`src/rtl/tag_reorder_fifo_pkg.sv`:
```
// Shared helpers for the tag reorder FIFO: default sizing and a clog2 that never returns zero.
package tag_reorder_fifo_pkg;

    localparam int default_width_lp = 32;
    localparam int default_els_lp   = 4;

    // A single-entry range still needs a one-bit field.
    function automatic int safe_clog2(input int n);
        return (n <= 1) ? 1 : $clog2(n);
    endfunction

endpackage

```
`src/rtl/tag_reorder_fifo_mem.sv`:
```
// Entry storage for the tag reorder FIFO: one synchronous write port and one asynchronous read port, not reset.
module tag_reorder_fifo_mem
    import tag_reorder_fifo_pkg::*;
#(
    parameter int width_p      = default_width_lp,
    parameter int els_p        = default_els_lp,
    parameter int addr_width_p = safe_clog2(els_p)
) (
    input  logic                    clk_i,
    input  logic                    w_v_i,
    input  logic [addr_width_p-1:0] w_addr_i,
    input  logic [width_p-1:0]      w_data_i,
    input  logic [addr_width_p-1:0] r_addr_i,
    output logic [width_p-1:0]      r_data_o
);

    logic [width_p-1:0] mem_q [els_p];

    // Addresses beyond els_p only exist when els_p is not a power of two; drop them.
    always_ff @(posedge clk_i) begin
        if (w_v_i && (int'(w_addr_i) < els_p)) begin
            mem_q[w_addr_i] <= w_data_i;
        end
    end

    assign r_data_o = mem_q[r_addr_i];

endmodule

```
`src/rtl/tag_reorder_fifo.sv`:
```
// Reorder buffer: IDs are allocated in order, completed by ID in any order, dequeued in allocation order.
// Optional simulation-only protocol checks are enabled by defining TAG_REORDER_FIFO_CHECKS_EN.
module tag_reorder_fifo
    import tag_reorder_fifo_pkg::*;
#(
    parameter int  width_p     = default_width_lp,
    parameter int  els_p       = default_els_lp,
    localparam int id_width_lp = safe_clog2(els_p)
) (
    input  logic                   clk_i,
    input  logic                   reset_i,
    output logic [id_width_lp-1:0] fifo_alloc_id_o,
    output logic                   fifo_alloc_v_o,
    input  logic                   fifo_alloc_yumi_i,
    input  logic [id_width_lp-1:0] write_id_i,
    input  logic [width_p-1:0]     write_data_i,
    input  logic                   write_v_i,
    output logic [width_p-1:0]     fifo_deq_data_o,
    output logic                   fifo_deq_v_o,
    input  logic                   fifo_deq_yumi_i,
    output logic                   empty_o
);

    localparam int cnt_width_lp = safe_clog2(els_p + 1);
    localparam logic [id_width_lp-1:0]  last_id_lp  = id_width_lp'(els_p - 1);
    localparam logic [cnt_width_lp-1:0] full_cnt_lp = cnt_width_lp'(els_p);

    logic [id_width_lp-1:0]  wptr_q, wptr_d;
    logic [id_width_lp-1:0]  rptr_q, rptr_d;
    logic [cnt_width_lp-1:0] count_q, count_d;
    logic [els_p-1:0]        valid_q, valid_d;
    logic                    alloc_fire, deq_fire;

    assign fifo_alloc_v_o  = (count_q != full_cnt_lp);
    assign fifo_alloc_id_o = wptr_q;
    assign fifo_deq_v_o    = valid_q[rptr_q] & (count_q != '0);
    assign empty_o         = (count_q == '0);

    // Handshakes are qualified so a stray yumi can never corrupt the pointers.
    assign alloc_fire = fifo_alloc_yumi_i & fifo_alloc_v_o;
    assign deq_fire   = fifo_deq_yumi_i & fifo_deq_v_o;

    always_comb begin
        wptr_d  = wptr_q;
        rptr_d  = rptr_q;
        count_d = count_q;
        valid_d = valid_q;

        if (alloc_fire) begin
            wptr_d = (wptr_q == last_id_lp) ? '0 : wptr_q + id_width_lp'(1);
        end
        if (deq_fire) begin
            rptr_d = (rptr_q == last_id_lp) ? '0 : rptr_q + id_width_lp'(1);
        end

        unique case ({alloc_fire, deq_fire})
            2'b10:   count_d = count_q + cnt_width_lp'(1);
            2'b01:   count_d = count_q - cnt_width_lp'(1);
            default: count_d = count_q;
        endcase

        if (write_v_i) begin
            valid_d[write_id_i] = 1'b1;
        end
        if (deq_fire) begin
            valid_d[rptr_q] = 1'b0;
        end
    end

    always_ff @(posedge clk_i or posedge reset_i) begin
        if (reset_i) begin
            wptr_q  <= '0;
            rptr_q  <= '0;
            count_q <= '0;
            valid_q <= '0;
        end else begin
            wptr_q  <= wptr_d;
            rptr_q  <= rptr_d;
            count_q <= count_d;
            valid_q <= valid_d;
        end
    end

    tag_reorder_fifo_mem #(
        .width_p     (width_p),
        .els_p       (els_p),
        .addr_width_p(id_width_lp)
    ) mem (
        .clk_i   (clk_i),
        .w_v_i   (write_v_i),
        .w_addr_i(write_id_i),
        .w_data_i(write_data_i),
        .r_addr_i(rptr_q),
        .r_data_o(fifo_deq_data_o)
    );

`ifdef TAG_REORDER_FIFO_CHECKS_EN
    // An ID is outstanding when its distance from the head is inside the occupied window.
    function automatic logic id_allocated(input logic [id_width_lp-1:0] id);
        int off;
        if (int'(id) >= els_p) begin
            return 1'b0;
        end
        off = (int'(id) - int'(rptr_q) + els_p) % els_p;
        return (off < int'(count_q));
    endfunction

    always @(posedge clk_i) begin
        if (!reset_i) begin
            if (fifo_alloc_yumi_i && !fifo_alloc_v_o) begin
                $error("tag_reorder_fifo: alloc yumi while full, id %0d", wptr_q);
            end
            if (fifo_deq_yumi_i && !fifo_deq_v_o) begin
                $error("tag_reorder_fifo: deq yumi while head not valid, id %0d", rptr_q);
            end
            if (write_v_i && !id_allocated(write_id_i)) begin
                $error("tag_reorder_fifo: write to unallocated id %0d", write_id_i);
            end
            if (write_v_i && id_allocated(write_id_i) && valid_q[write_id_i]) begin
                $error("tag_reorder_fifo: write to already valid id %0d", write_id_i);
            end
        end
    end
`else
`endif

endmodule

```
`config.mk`:
```
export PLATFORM = sky130hd
export DESIGN_NAME = tag_reorder_fifo
export DESIGN_NICKNAME = d
export VERILOG_FILES = /design/src/rtl/tag_reorder_fifo_pkg.sv /design/src/rtl/tag_reorder_fifo_mem.sv /design/src/rtl/tag_reorder_fifo.sv
export SDC_FILE = /design/constraint.sdc
export NUM_CORES = 1
export LEC_CHECK = 0
export CORE_MARGIN = 2
export CORE_UTILIZATION = 49
export CTS_CLUSTER_DIAMETER = 100
export DETAILED_ROUTE_END_ITERATION = 7
export HOLD_SLACK_MARGIN = 0.15
export PLACE_DENSITY = 0.76
export RECOVER_POWER = 25
export SLEW_MARGIN = 10
export SYNTH_ARGS = -nofsm -noshare
export SYNTH_HDL_FRONTEND = slang
export SYNTH_HIERARCHICAL = 1
export SYNTH_SLANG_ARGS = --single-unit
```
`constraint.sdc`:
```
create_clock -name clk_i -period 2.05 [get_ports clk_i]
set_input_delay 0.41 -clock clk_i [delete_from_list [all_inputs] [get_ports clk_i]]
set_output_delay 0.41 -clock clk_i [all_outputs]
set_load 0.02 [all_outputs]
```
==> results by group, run 1 <==
Synthesis
  – Post-Syn Instances: about 220
  – Synth Area in Simple Gates: ~1.4%
  – Xor/xnor share of the synthesized area: less than 1%
  – Syn. warnings: 6
  – Synth Area in Adders: under 10%
  – Mapped cell area: roughly 5300 sq um
  – Largest family of logic cells by synthesized area: multiplexers
  – Mux cell area share after synthesis: between 10% and 20%
  – Seq cells post-synth: about 140
  – Compound-gate portion of the synthesized area: less than 1%
  – Netlist cell types: 25
  – Syn_area_per_cell: ~24 sq um
  – Synthesized net count: between 200 and 300
  – Register area share after synthesis: about 78%

Global routing
  – Initial antenna violation count: 0
  – Largest net degree at the start of global routing: 33
  – Residual overflow from global routing: 0
  – First-pass GRT wire length: around 15000 um
  – Tot GR Track Use: around 18%
  – Number of global-route vias before repair: between 2000 and 3000

Pwr
  – Logic pwr share: around 36%
  – Clock network fraction of total power: between 20 and 30%
  – Sequential share of power: 35.1%
  – Cell area power density: 1410 nW/um^2
  – Design Power: slightly below 10 mW
  – NetSw: roughly 3 mW
  – Leakage: approximately 2.5 nW
  – Switch share: 29.4%
  – IR drop worst, VDD: 788 uV
  – Internal power: roughly 7.0 mW

Worst setup path
  – Reg2reg setup slack: -0.19 ns
  – Crit Path Max Fanout: 4
  – CP required: approximately 1.6 ns
  – WP data arrival: 1.92 ns
  – Worst setup SP type: flop
  – CP endpoint kind: primary output
  – End of the worst register-to-register path: count_q[2]
  – R2r startpoint: rptr_q[0]
  – Worst reg2reg path depth: 10
  – Crit Path Class: reg2out

Clocking
  – TritonCTS buffer count: 17
  – H-tree Lvls: 4
  – CTS Sinks: between 100 and 150
  – Clock-pin slew on the worst setup and hold paths: roughly 0.06 ns
  – CTS tree: yes
  – Clk_lat worst skew: ~0.50 ns
  – Clk buf depth: 2
  – Root buf cell: clkbuf_8

Cells and area
  – Diode count: 0
  – Post-route cell area: approximately 7000 sq um
  – Commonest non-fill, non-tap cell in the layout: edfxtp_1
  – Post-layout net count: between 300 and 400
  – Final core utilization: 67.4%
  – Share of post-route cells with drive strength above 1: 39.3%
  – Commonest cells after routing, fill and taps aside: 128 x edfxtp_1, 32 x mux4_2, 21 x clkdlybuf4s50_1
  – Layout overhead on the synthesized area: 32.5%

Floorplan
  – Ports: 76
  – Cell Rows: 37
  – Die height: 108 um
  – Initial Utilization: between 50% and 60%
  – Die width: 108 um
  – CORE AREA: between 10000 and 15000 sq um
  – Total die area: 11700 sq um

Detailed routing
  – DRT antenna net count: 0
  – DR vias/cell: approximately 5.4
  – DRC violations left: 0
  – DR vias: about 2600
  – First-pass DRT Iterations: 4
  – DR iter-0 viols: around 180
  – Total Routed Length: roughly 10000 um
  – WL per Instance: around 21 um

STA
  – RSZ-0062 raised after global routing: yes
  – FMAX: roughly 430 MHz
  – Clk_skew: 0.00317 ns
  – Period Utilization, post-route: 113%
  – Slew @ Worst Pin: 0.424 ns
  – Hold Fails Final Rpt: 0
  – Setup TNS: -7.86 ns
  – Count of final setup violators: 35
  – Post-route setup slack: -0.276 ns
  – Tmin final: between 2 and 2.5 ns
  – Slew margin rel.: just over 70%
  – Slew Limit Fails: 0

Outcome
  – Violated checks: negative setup slack
  – Outcome: complete, but fails checks

Min path
  – Hold Path Class: in2async

Placement
  – Cell Area, Placed: roughly 6400 sq um
  – RePlAce Congestion: 0.713
  – DP Wirelength: 5670 um
  – IO Port Bufs: between 70 and 80
  – Dpl ws: -0.201 ns

Run
  – Max-cap violations: 0
[power groups by stage]
stage	Clock (mW)	Sequential (mW)	Combinational, mW
finish	2.86	3.49	3.59
global route	3.03	3.51	3.84
CTS	2.90	3.49	3.61
detailed placement	0	3.54	3.46
global placement	0	3.53	3.43
floorplan	0	3.55	2.07
[metrics by stage]
| stage | hold WS [ns] | cells |
|---|---|---|
| after CTS | 0.197 | 482 |
| after global placement | 0.504 | 446 |
| final | 0.344 | 482 |
| after detailed placement | 0.514 | 446 |
| after global routing | 0.383 | 482 |
| after floorplan | 0.262 | 223 |
[worst max-delay path: stages (launching register included)]
cell	delay [ns]
dfrtp_2	0.42
buf_4	0.16
buf_16	0.13
buf_12	0.12
mux4_2	0.43
buf_6	0.15
[registers in the layout, indices dropped and copies added (netlist names)]
register,cells
rptr_q,2
fifo_alloc_id_o,2
valid_q,4
count_q,3
mem/mem_q,128
[routing by layer]
metal	part of all wire [%]	global-route usage (%)	vias up	wire length (um)
li1	-	-	1151	-
met1	41	23.4	1354	4060
met2	53	30.6	88	5250
met3	4.8	4.52	8	475
met4	0.94	7.51	0	93
met5	0	0	-	0
[cell usage after synthesis (all sizes together)]
master / count / share of area [%]
nor3b: 1 / 0.14
and3b: 3 / 0.50
inv: 8 / 0.57
nor2b: 1 / 0.12
a21oi: 4 / 0.38
mux2i: 1 / 0.19
and3: 1 / 0.12
buf: 8 / 1.8
or3b: 1 / 0.17
nand2: 1 / 0.071
xnor2: 1 / 0.17
xor2: 2 / 0.33
nor2: 3 / 0.21
a31oi: 4 / 0.47
dfrtp: 11 / 5.2
mux4: 33 / 14
edfxtp: 128 / 73
mux2: 4 / 0.99
nor3: 1 / 0.094
ha: 6 / 1.4
fa: 1 / 0.38
[area by class of cell]
class | instances | area, sq um
tap | 136 | 170
multi-input combinational | 68 | 1100
timing repair buffer | 99 | 1040
inverter | 8 | 30.0
clock buffer | 18 | 418
sequential | 139 | 4120
fill | 683 | 3390
clock inverter | 14 | 148
[how the worst max path moves through the flow]
stage              start                  end  slack (ns)
2_1_floorplan  rptr_q[0]           count_q[2]      -0.004
5_1_grt        rptr_q[0]  fifo_deq_data_o[11]       -0.33
3_5_place_dp   rptr_q[0]           count_q[2]       -0.20
4_1_cts        rptr_q[0]   fifo_deq_data_o[7]       -0.30
6_report       rptr_q[0]  fifo_deq_data_o[11]       -0.28
3_3_place_gp   rptr_q[0]           count_q[2]       -0.12
[kinds of logic (layout without fill, tap and decap cells)]
logic type      count (synthesis)  count (layout)
buf+inv                        16             139
mux                            38              38
compound gates                  8               8
xor+xnor                        3               3
flops                         139             139
fa+ha+maj                       7               7
simple gates                   12              12
[timing repair]
action / in CTS / in global routing
resized for setup: 179 / 6
buffers inserted: 3 / 0
pin swaps: 3 / 2
endpoints found under the hold margin: 0 / 0
gates cloned: 1 / 0
hold buffers: 0 / 0
endpoints found under the setup margin: 37 / 36
Note: power is estimated with default switching activity, not from simulation.
==> inputs of run 2 (changes only) <==
--- a/config.mk
+++ b/config.mk
@@ -6,14 +6,13 @@
 export NUM_CORES = 1
 export LEC_CHECK = 0
 export CORE_MARGIN = 2
-export CORE_UTILIZATION = 49
+export CORE_UTILIZATION = 48
 export CTS_CLUSTER_DIAMETER = 100
 export DETAILED_ROUTE_END_ITERATION = 7
 export HOLD_SLACK_MARGIN = 0.15
-export PLACE_DENSITY = 0.76
+export PLACE_DENSITY = 0.75
 export RECOVER_POWER = 25
 export SLEW_MARGIN = 10
 export SYNTH_ARGS = -nofsm -noshare
 export SYNTH_HDL_FRONTEND = slang
-export SYNTH_HIERARCHICAL = 1
 export SYNTH_SLANG_ARGS = --single-unit
==> run 2 against run 1 <==
The flow still finishes with violations (negative setup slack). Combinational power up 2%. Sequential share of layout area shrank 0.75 points. Non-clock buffer count is the same. Clock skew increased by 0.0015 ns. First-iteration DRC count down 13%. Final area increased by 1.3%. Routed wire length shrank 2.6%. Power is 3.1% higher.
==> results by group, run 2 <==
Floorplan
  – Initial Utilization: 48.7% (-2.2 points)
  – CORE AREA: 10700 sq um (+3.2%)
  – Ports: 76 (unchanged)
  – Cell Rows: 38 (+2.7%)
  – Die height: 108 um (+0.34%)
  – Total die area: 11700 sq um (+0.69%)
  – Die width: 108 um (+0.34%)

Worst setup path
  – WP data arrival: 1.91 ns (about the same)
  – CP max stage delay: 0.54 ns (+0.11 ns)
  – Crit Path Max Fanout: 3 (-1)
  – Worst setup SP type: flop
  – CP required: 1.64 ns (about the same)
  – Slowest CP cell: mux4_2
  – Critical-path cell list: buf_6 > mux4_2 > nor2b_1 > buf_4
  – Crit Path Class: reg2out
  – CP endpoint kind: primary output

Min path
  – Hold Path Class: in2async

Pwr
  – Design Power: 10.2 mW (+3.1%)
  – Logic pwr share: 35.7% (-0.4 points)
  – Switch share: 28.3% (-1.1 points)
  – Sequential share of power: 33.9% (-1.2 points)
  – Leakage: 2.51 nW (+1.7%)
  – NetSw: 2.90 mW (-0.79%)
  – Clock network fraction of total power: 30.4% (+1.6 points)
  – Internal power: 7.35 mW (+4.7%)
  – Cell area power density: 1440 nW/um^2 (+1.8%)
  – IR drop worst, VDD: 819 uV (+4.0%)

STA
  – RSZ-0062 raised after global routing: yes
  – Hold Fails Final Rpt: 0 (unchanged)
  – Post-route setup slack: -0.266 ns (+0.0105 ns)
  – Count of final setup violators: 35 (unchanged)
  – Clk_skew: 0.00469 ns (+0.00152 ns)
  – Tmin final: 2.32 ns (-0.0105 ns)
  – Slew margin rel.: 69.1% (-2.6 points)
  – Slew Limit Fails: 0 (unchanged)
  – Slew @ Worst Pin: 0.463 ns (+0.0390 ns)
  – FMAX: 432 MHz (+0.45%)
  – Period Utilization, post-route: 113% (-0.51 points)
  – WHS: 0.358 ns (+0.0140 ns)

Detailed routing
  – DRC violations left: 0 (unchanged)
  – DR iter-0 viols: 155 (-13%)
  – First-pass DRT Iterations: 5 (+1)
  – Total Routed Length: 9630 um (-2.6%)
  – DR vias/cell: 5.25 (-2.7%)
  – WL per Instance: 19.9 um (-2.8%)
  – DR vias: 2536 (-2.5%)
  – DRT antenna net count: 0 (unchanged)

Global routing
  – Gr busiest metal: met2
  – First-pass GRT wire length: 14800 um (-2.8%)
  – Number of global-route vias before repair: 2837 (+0.82%)
  – Initial antenna violation count: 0 (unchanged)
  – Met2 Use GR: 31.5% (+0.94 points)
  – M3 GR Usage: 5.36% (+0.84 points)
  – Tot GR Track Use: 17.9% (-0.47 points)
  – Residual overflow from global routing: 0 (unchanged)
  – M1 GR Usage: 20.8% (-2.6 points)
  – Largest net degree at the start of global routing: 34 (+3.0%)

Placement
  – DP Wirelength: 5940 um (+4.8%)
  – Cell Area, Placed: 6380 sq um (-0.62%)
  – IO Port Bufs: 75 (unchanged)
  – RePlAce Congestion: 0.738 (+3.6%)
  – Placed Instances: 447 (+0.22%)

Synthesis
  – Xor/xnor share of the synthesized area: 0.502% (+0.0068 points)
  – Syn. warnings: 0 (-6)
  – Compound-gate portion of the synthesized area: 0.526% (-0.32 points)
  – Netlist cell types: 24 (-4.0%)
  – Synth top area cells: edfxtp_1 73%, mux4_2 14%, dfrtp_1 5.3%
  – Yosys top cell area share: 73.5% (+0.99 points)
  – Post-synth EDFFs: 128 (unchanged)
  – Synth Area in Simple Gates: 1.56% (+0.14 points)
  – Mapped cell area: 5230 sq um (-1.3%)
  – Register area share after synthesis: 78.8% (+1.1 points)
  – Count leader, synth: edfxtp_1
  – Seq cells post-synth: 139 (unchanged)
  – Mux cell area share after synthesis: 15.4% (+0.066 points)
  – Syn_area_per_cell: 23.7 sq um (-0.45%)
  – Synthesized net count: 267 (-0.74%)
  – Synth cell count leaders: 128 x edfxtp_1, 33 x mux4_2, 11 x dfrtp_1
  – Async SR Flop Fraction: 7.91% (unchanged)
  – Post-Syn Instances: 221 (-0.90%)
  – Largest family of logic cells by synthesized area: multiplexers
  – Synth Area in Adders: 1.82% (+0.024 points)
  – Yosys top cell by area: edfxtp_1
  – Top_reg_cell synth: edfxtp_1

Clocking
  – Clk buf depth: 2 (unchanged)
  – CTS tree: yes
  – H-tree Lvls: 4 (unchanged)
  – Clk_lat worst skew: 0.50 ns (about the same)
  – Root buf cell: clkbuf_8
  – TritonCTS buffer count: 17 (unchanged)
  – CTS Sinks: 139 (unchanged)
  – Clock-pin slew on the worst setup and hold paths: 0.06 ns (about the same)

Cells and area
  – Largest reg by FF count: mem.mem_q
  – Post-layout net count: 376 (-0.79%)
  – Layout overhead on the synthesized area: 36.1%
  – Top Registers: mem.mem_q (128), valid_q (4), count_q (3)
  – Commonest cells after routing, fill and taps aside: 128 x edfxtp_1, 33 x mux4_2, 30 x buf_6
  – Post-route cell area: 7120 sq um (+1.3%)
  – Commonest non-fill, non-tap cell in the layout: edfxtp_1
  – Non-filler cells, final: 483 (+0.21%)
  – Diode count: 0 (unchanged)
  – Final core utilization: 66.2% (-1.2 points)
  – Share of post-route cells with drive strength above 1: 40.2% (+0.93 points)
  – Max reg flops: 128 (unchanged)

Outcome
  – Violated checks: negative setup slack
  – Outcome: complete, but fails checks

Run
  – Max-cap violations: 0 (unchanged)
[run 2: changes by cell type in the layout (fill, tap and decap cells not counted), sizes merged, moves of 3 or more]
| cell | change |
|---|---|
| clkbuf | +3 |
| nor2 | +3 |
| clkinvlp | -5 |
| buf | -3 |
| a31oi | -4 |
[run 2: worst paths after layout]
path	from	to	slack [ns]	cells after the start
worst min-delay path	reset_i	count_q[2]	0.36	2
min in group clk_i	valid_q[3]	valid_q[3]	0.54	1
worst max-delay path	rptr_q[0]	fifo_deq_v_o	-0.27	4
worst max register to register	rptr_q[0]	count_q[2]	-0.20	9
worst min register to register	valid_q[3]	valid_q[3]	0.54	1
max in group asynchronous	reset_i	rptr_q[1]	1.35	2
[run 2: timing repair]
action                     in CTS  in global routing
pin swaps                       1                  5
gates resized for setup       156                 45
buffers inserted                3                  0
cloned                          0                  2
hold buffers                    0                  0
setup endpoints to repair      37                 38
[run 2: cells by family (layout without fill, tap and decap cells)]
family | Yosys count | in the layout
multiplexers | 38 | 38
adder cells (fa/ha/maj) | 7 | 7
XOR/XNOR | 3 | 3
AO/OA/AOI/OAI | 4 | 4
AND/OR/NAND/NOR | 15 | 15
flip-flops | 139 | 139
buffers and inverters | 15 | 137
[run 2: metal layers]
layer | part of all wire, % | wire length (um) | up-vias
met5 | 0 | 0 | -
met1 | 39 | 3790 | 1327
met2 | 55 | 5300 | 72
li1 | - | - | 1133
met3 | 4.8 | 462 | 4
met4 | 0.72 | 69 | 0
[run 2: through the flow]
stage               TNS [ns]  setup WS, ns
floorplan             -0.197        -0.104
global placement       -2.34        -0.110
detailed placement     -3.20        -0.157
CTS                    -8.79        -0.283
global route          -10.60        -0.336
finish                 -8.06        -0.266
[run 2: layout make-up]
| type | count | area [sq um] |
|---|---|---|
| clock buffers | 19 | 422 |
| clock inverters | 13 | 193 |
| fillers | 736 | 3630 |
| inverters | 6 | 22.5 |
| multi-input cells | 67 | 1080 |
| flip-flops and latches | 139 | 4120 |
| well taps | 140 | 175 |
| repair buffers | 99 | 1100 |
[run 2: critical path: cells and delay by family, from the launching register on]
kind,cells,cell delay [ns]
mux,1,0.54
flops,1,0.42
buf+inv,2,0.29
simple gates,1,0.16
[run 2: power groups by stage]
| stage | sequential [mW] | combinational (mW) | clock [mW] |
|---|---|---|---|
| after floorplan | 3.52 | 2.00 | 0 |
| after global placement | 3.52 | 3.34 | 0 |
| after detailed placement | 3.54 | 3.39 | 0 |
| after CTS | 3.47 | 3.29 | 3.19 |
| after global routing | 3.50 | 3.90 | 3.29 |
| final | 3.47 | 3.66 | 3.11 |
==> inputs of run 3 (changes only) <==
--- a/config.mk
+++ b/config.mk
@@ -5,13 +5,13 @@
 export SDC_FILE = /design/constraint.sdc
 export NUM_CORES = 1
 export LEC_CHECK = 0
-export CORE_MARGIN = 2
-export CORE_UTILIZATION = 48
+export CORE_MARGIN = 5
+export CORE_UTILIZATION = 40
 export CTS_CLUSTER_DIAMETER = 100
 export DETAILED_ROUTE_END_ITERATION = 7
 export HOLD_SLACK_MARGIN = 0.15
-export PLACE_DENSITY = 0.75
 export RECOVER_POWER = 25
+export SKIP_LAST_GASP = 1
 export SLEW_MARGIN = 10
 export SYNTH_ARGS = -nofsm -noshare
 export SYNTH_HDL_FRONTEND = slang
==> run 3 against run 2 <==
The flow still finishes with violations (negative setup slack). Core utilization fell by 10 points. Clock power barely moved. Register-to-register slack improved by 0.02 ns. Power fell by 0.46%. Die area rose by 32%. Critical path depth rose by 5. Sequential power barely moved. Maximum frequency rose by 4.1%. First-iteration DRC count fell by 1.9%. Combinational power fell by 2%.
==> results by group, run 3 (synthesis gave the netlist of run 2 again) <==
Outcome
  – Violated checks: negative setup slack
  – Outcome: complete, but fails checks

Cells and area
  – Commonest non-fill, non-tap cell in the layout: edfxtp_1
  – Share of post-route cells with drive strength above 1: 39.7% (-0.58 points)
  – Top Registers: mem.mem_q (128), valid_q (4), count_q (3)
  – Layout overhead on the synthesized area: 36.2%
  – Post-layout net count: 381 (+1.3%)
  – Commonest cells after routing, fill and taps aside: 128 x edfxtp_1, 33 x mux4_2, 25 x buf_6
  – Final core utilization: 56.0% (-10 points)
  – Max reg flops: 128 (unchanged)
  – Diode count: 0 (unchanged)
  – Largest reg by FF count: mem.mem_q

Clocking
  – H-tree Lvls: 4 (unchanged)
  – Clk_lat worst skew: 0.41 ns (-0.09 ns)
  – CTS tree: yes
  – Hold buffer count at cts: 0 (unchanged)
  – Clk buf depth: 2 (unchanged)
  – TritonCTS buffer count: 17 (unchanged)
  – CTS Sinks: 139 (unchanged)
  – Clock-pin slew on the worst setup and hold paths: 0.06 ns (about the same)
  – Root buf cell: clkbuf_16

Detailed routing
  – DR iter-0 viols: 152 (-1.9%)
  – Total Routed Length: 9710 um (+0.85%)
  – DR vias: 2487 (-1.9%)
  – DR vias/cell: 4.78 (-8.9%)
  – WL per Instance: 18.7 um (-6.3%)
  – DRC violations left: 0 (unchanged)
  – First-pass DRT Iterations: 4 (-1)
  – DRT antenna net count: 0 (unchanged)

Worst setup path
  – CP max stage delay: 0.54 ns (about the same)
  – CP required: 2.34 ns (+0.70 ns)
  – Critical-path cell list: buf_6 > mux4_2 > and3b_2 > ha_4 > inv_2 > fa_2 > xor2_1 > nor2_1 > xor2_1
  – Bufs and invs on worst path: 2 (unchanged)
  – Worst setup SP type: flop
  – Slowest CP cell: mux4_2
  – WP data arrival: 2.52 ns (+0.61 ns)
  – CP endpoint kind: flop
  – Crit Path Class: reg2reg
  – Most frequent CP cell: xor2_1
  – Crit Path Max Fanout: 4 (+1)
  – Critical path's top delay family: multiplexers

Global routing
  – Largest net degree at the start of global routing: 34 (unchanged)
  – Residual overflow from global routing: 0 (unchanged)
  – Number of global-route vias before repair: 2888 (+1.8%)
  – Tot GR Track Use: 13.3% (-4.7 points)
  – Initial antenna violation count: 1 (+1)
  – First-pass GRT wire length: 15400 um (+3.8%)

STA
  – Post-route setup slack: -0.175 ns (+0.0902 ns)
  – Tmin final: 2.23 ns (-0.0902 ns)
  – Slew margin rel.: 69.3% (+0.19 points)
  – Clk_skew: 0.00320 ns (-0.00149 ns)
  – Hold Fails Final Rpt: 0 (unchanged)
  – Slew @ Worst Pin: 0.460 ns (-0.00283 ns)
  – Slew Limit Fails: 0 (unchanged)
  – Period Utilization, post-route: 109% (-4.4 points)
  – Count of final setup violators: 35 (unchanged)
  – RSZ-0062 raised after global routing: yes
  – FMAX: 449 MHz (+4.1%)
  – Setup TNS: -4.67 ns (+3.39 ns)

Floorplan
  – Die height: 124 um (+15%)
  – Die width: 124 um (+15%)
  – Total die area: 15500 sq um (+32%)
  – Cell Rows: 41 (+7.9%)
  – CORE AREA: 12700 sq um (+18%)
  – Ports: 76 (unchanged)
  – Initial Utilization: 41.1% (-7.6 points)

Placement
  – Dpl ws: -0.202 ns (-0.0453 ns)
  – RePlAce Congestion: 0.677 (-8.3%)
  – IO Port Bufs: 75 (unchanged)
  – DP Wirelength: 6260 um (+5.3%)

Min path
  – Hold Path Class: in2async

Run
  – Max-cap violations: 0 (unchanged)

Pwr
  – Leakage: 2.51 nW (+0.14%)
  – IR drop worst, VDD: 727 uV (-11%)
  – Cell area power density: 1430 nW/um^2 (-0.57%)
  – Design Power: 10.2 mW (-0.46%)
## run 3: area by class of cell
cell class / count / area [sq um]
flip-flops and latches: 139 / 4120
repair buffers: 104 / 1080
clock inverters: 13 / 174
well taps: 172 / 215
clock buffers: 19 / 433
fillers: 1032 / 5600
inverters: 6 / 22.5
multi-input cells: 67 / 1080
## run 3: through the flow
stage | std cells | area [sq um] | hold slack (ns)
final | 520 | 7120 | 0.452
after global routing | 520 | 7120 | 0.484
after floorplan | 221 | 5260 | 0.262
after CTS | 519 | 7100 | 0.319
after detailed placement | 482 | 6450 | 0.530
after global placement | 482 | 6450 | 0.511
## run 3: layer usage
metal	up-vias	GRT usage, %	wire (um)
met2	64	21.3	4940
met5	-	0	13
met3	10	5.06	465
met4	2	6.00	131
met1	1267	15.8	4160
li1	1144	-	-
## run 3: power breakdown
part           internal [mW]  leakage (nW)  switching (mW)
registers               3.36          1.30           0.116
clock network           2.02         0.290            1.11
logic                   1.95         0.923            1.64
total                   7.33          2.51            2.87
## run 3: worst paths after layout
path / slack [ns] / startpoint / to / cells past startpoint
max: -0.18 / rptr_q[0] / count_q[2] / 9
min: 0.45 / reset_i / valid_q[3] / 2
max reg2reg: -0.18 / rptr_q[0] / count_q[2] / 9
min reg2reg: 0.55 / count_q[2] / count_q[2] / 2
max in group asynchronous: 1.26 / reset_i / rptr_q[1] / 2
min in group clk_i: 0.55 / count_q[2] / count_q[2] / 2
## run 3: what timing repair did
item                       in CTS  in global routing
pin swaps                       6                  4
resized for setup             181                  8
cloned                          1                  0
setup endpoints to repair      37                 38
setup buffers                   5                  3
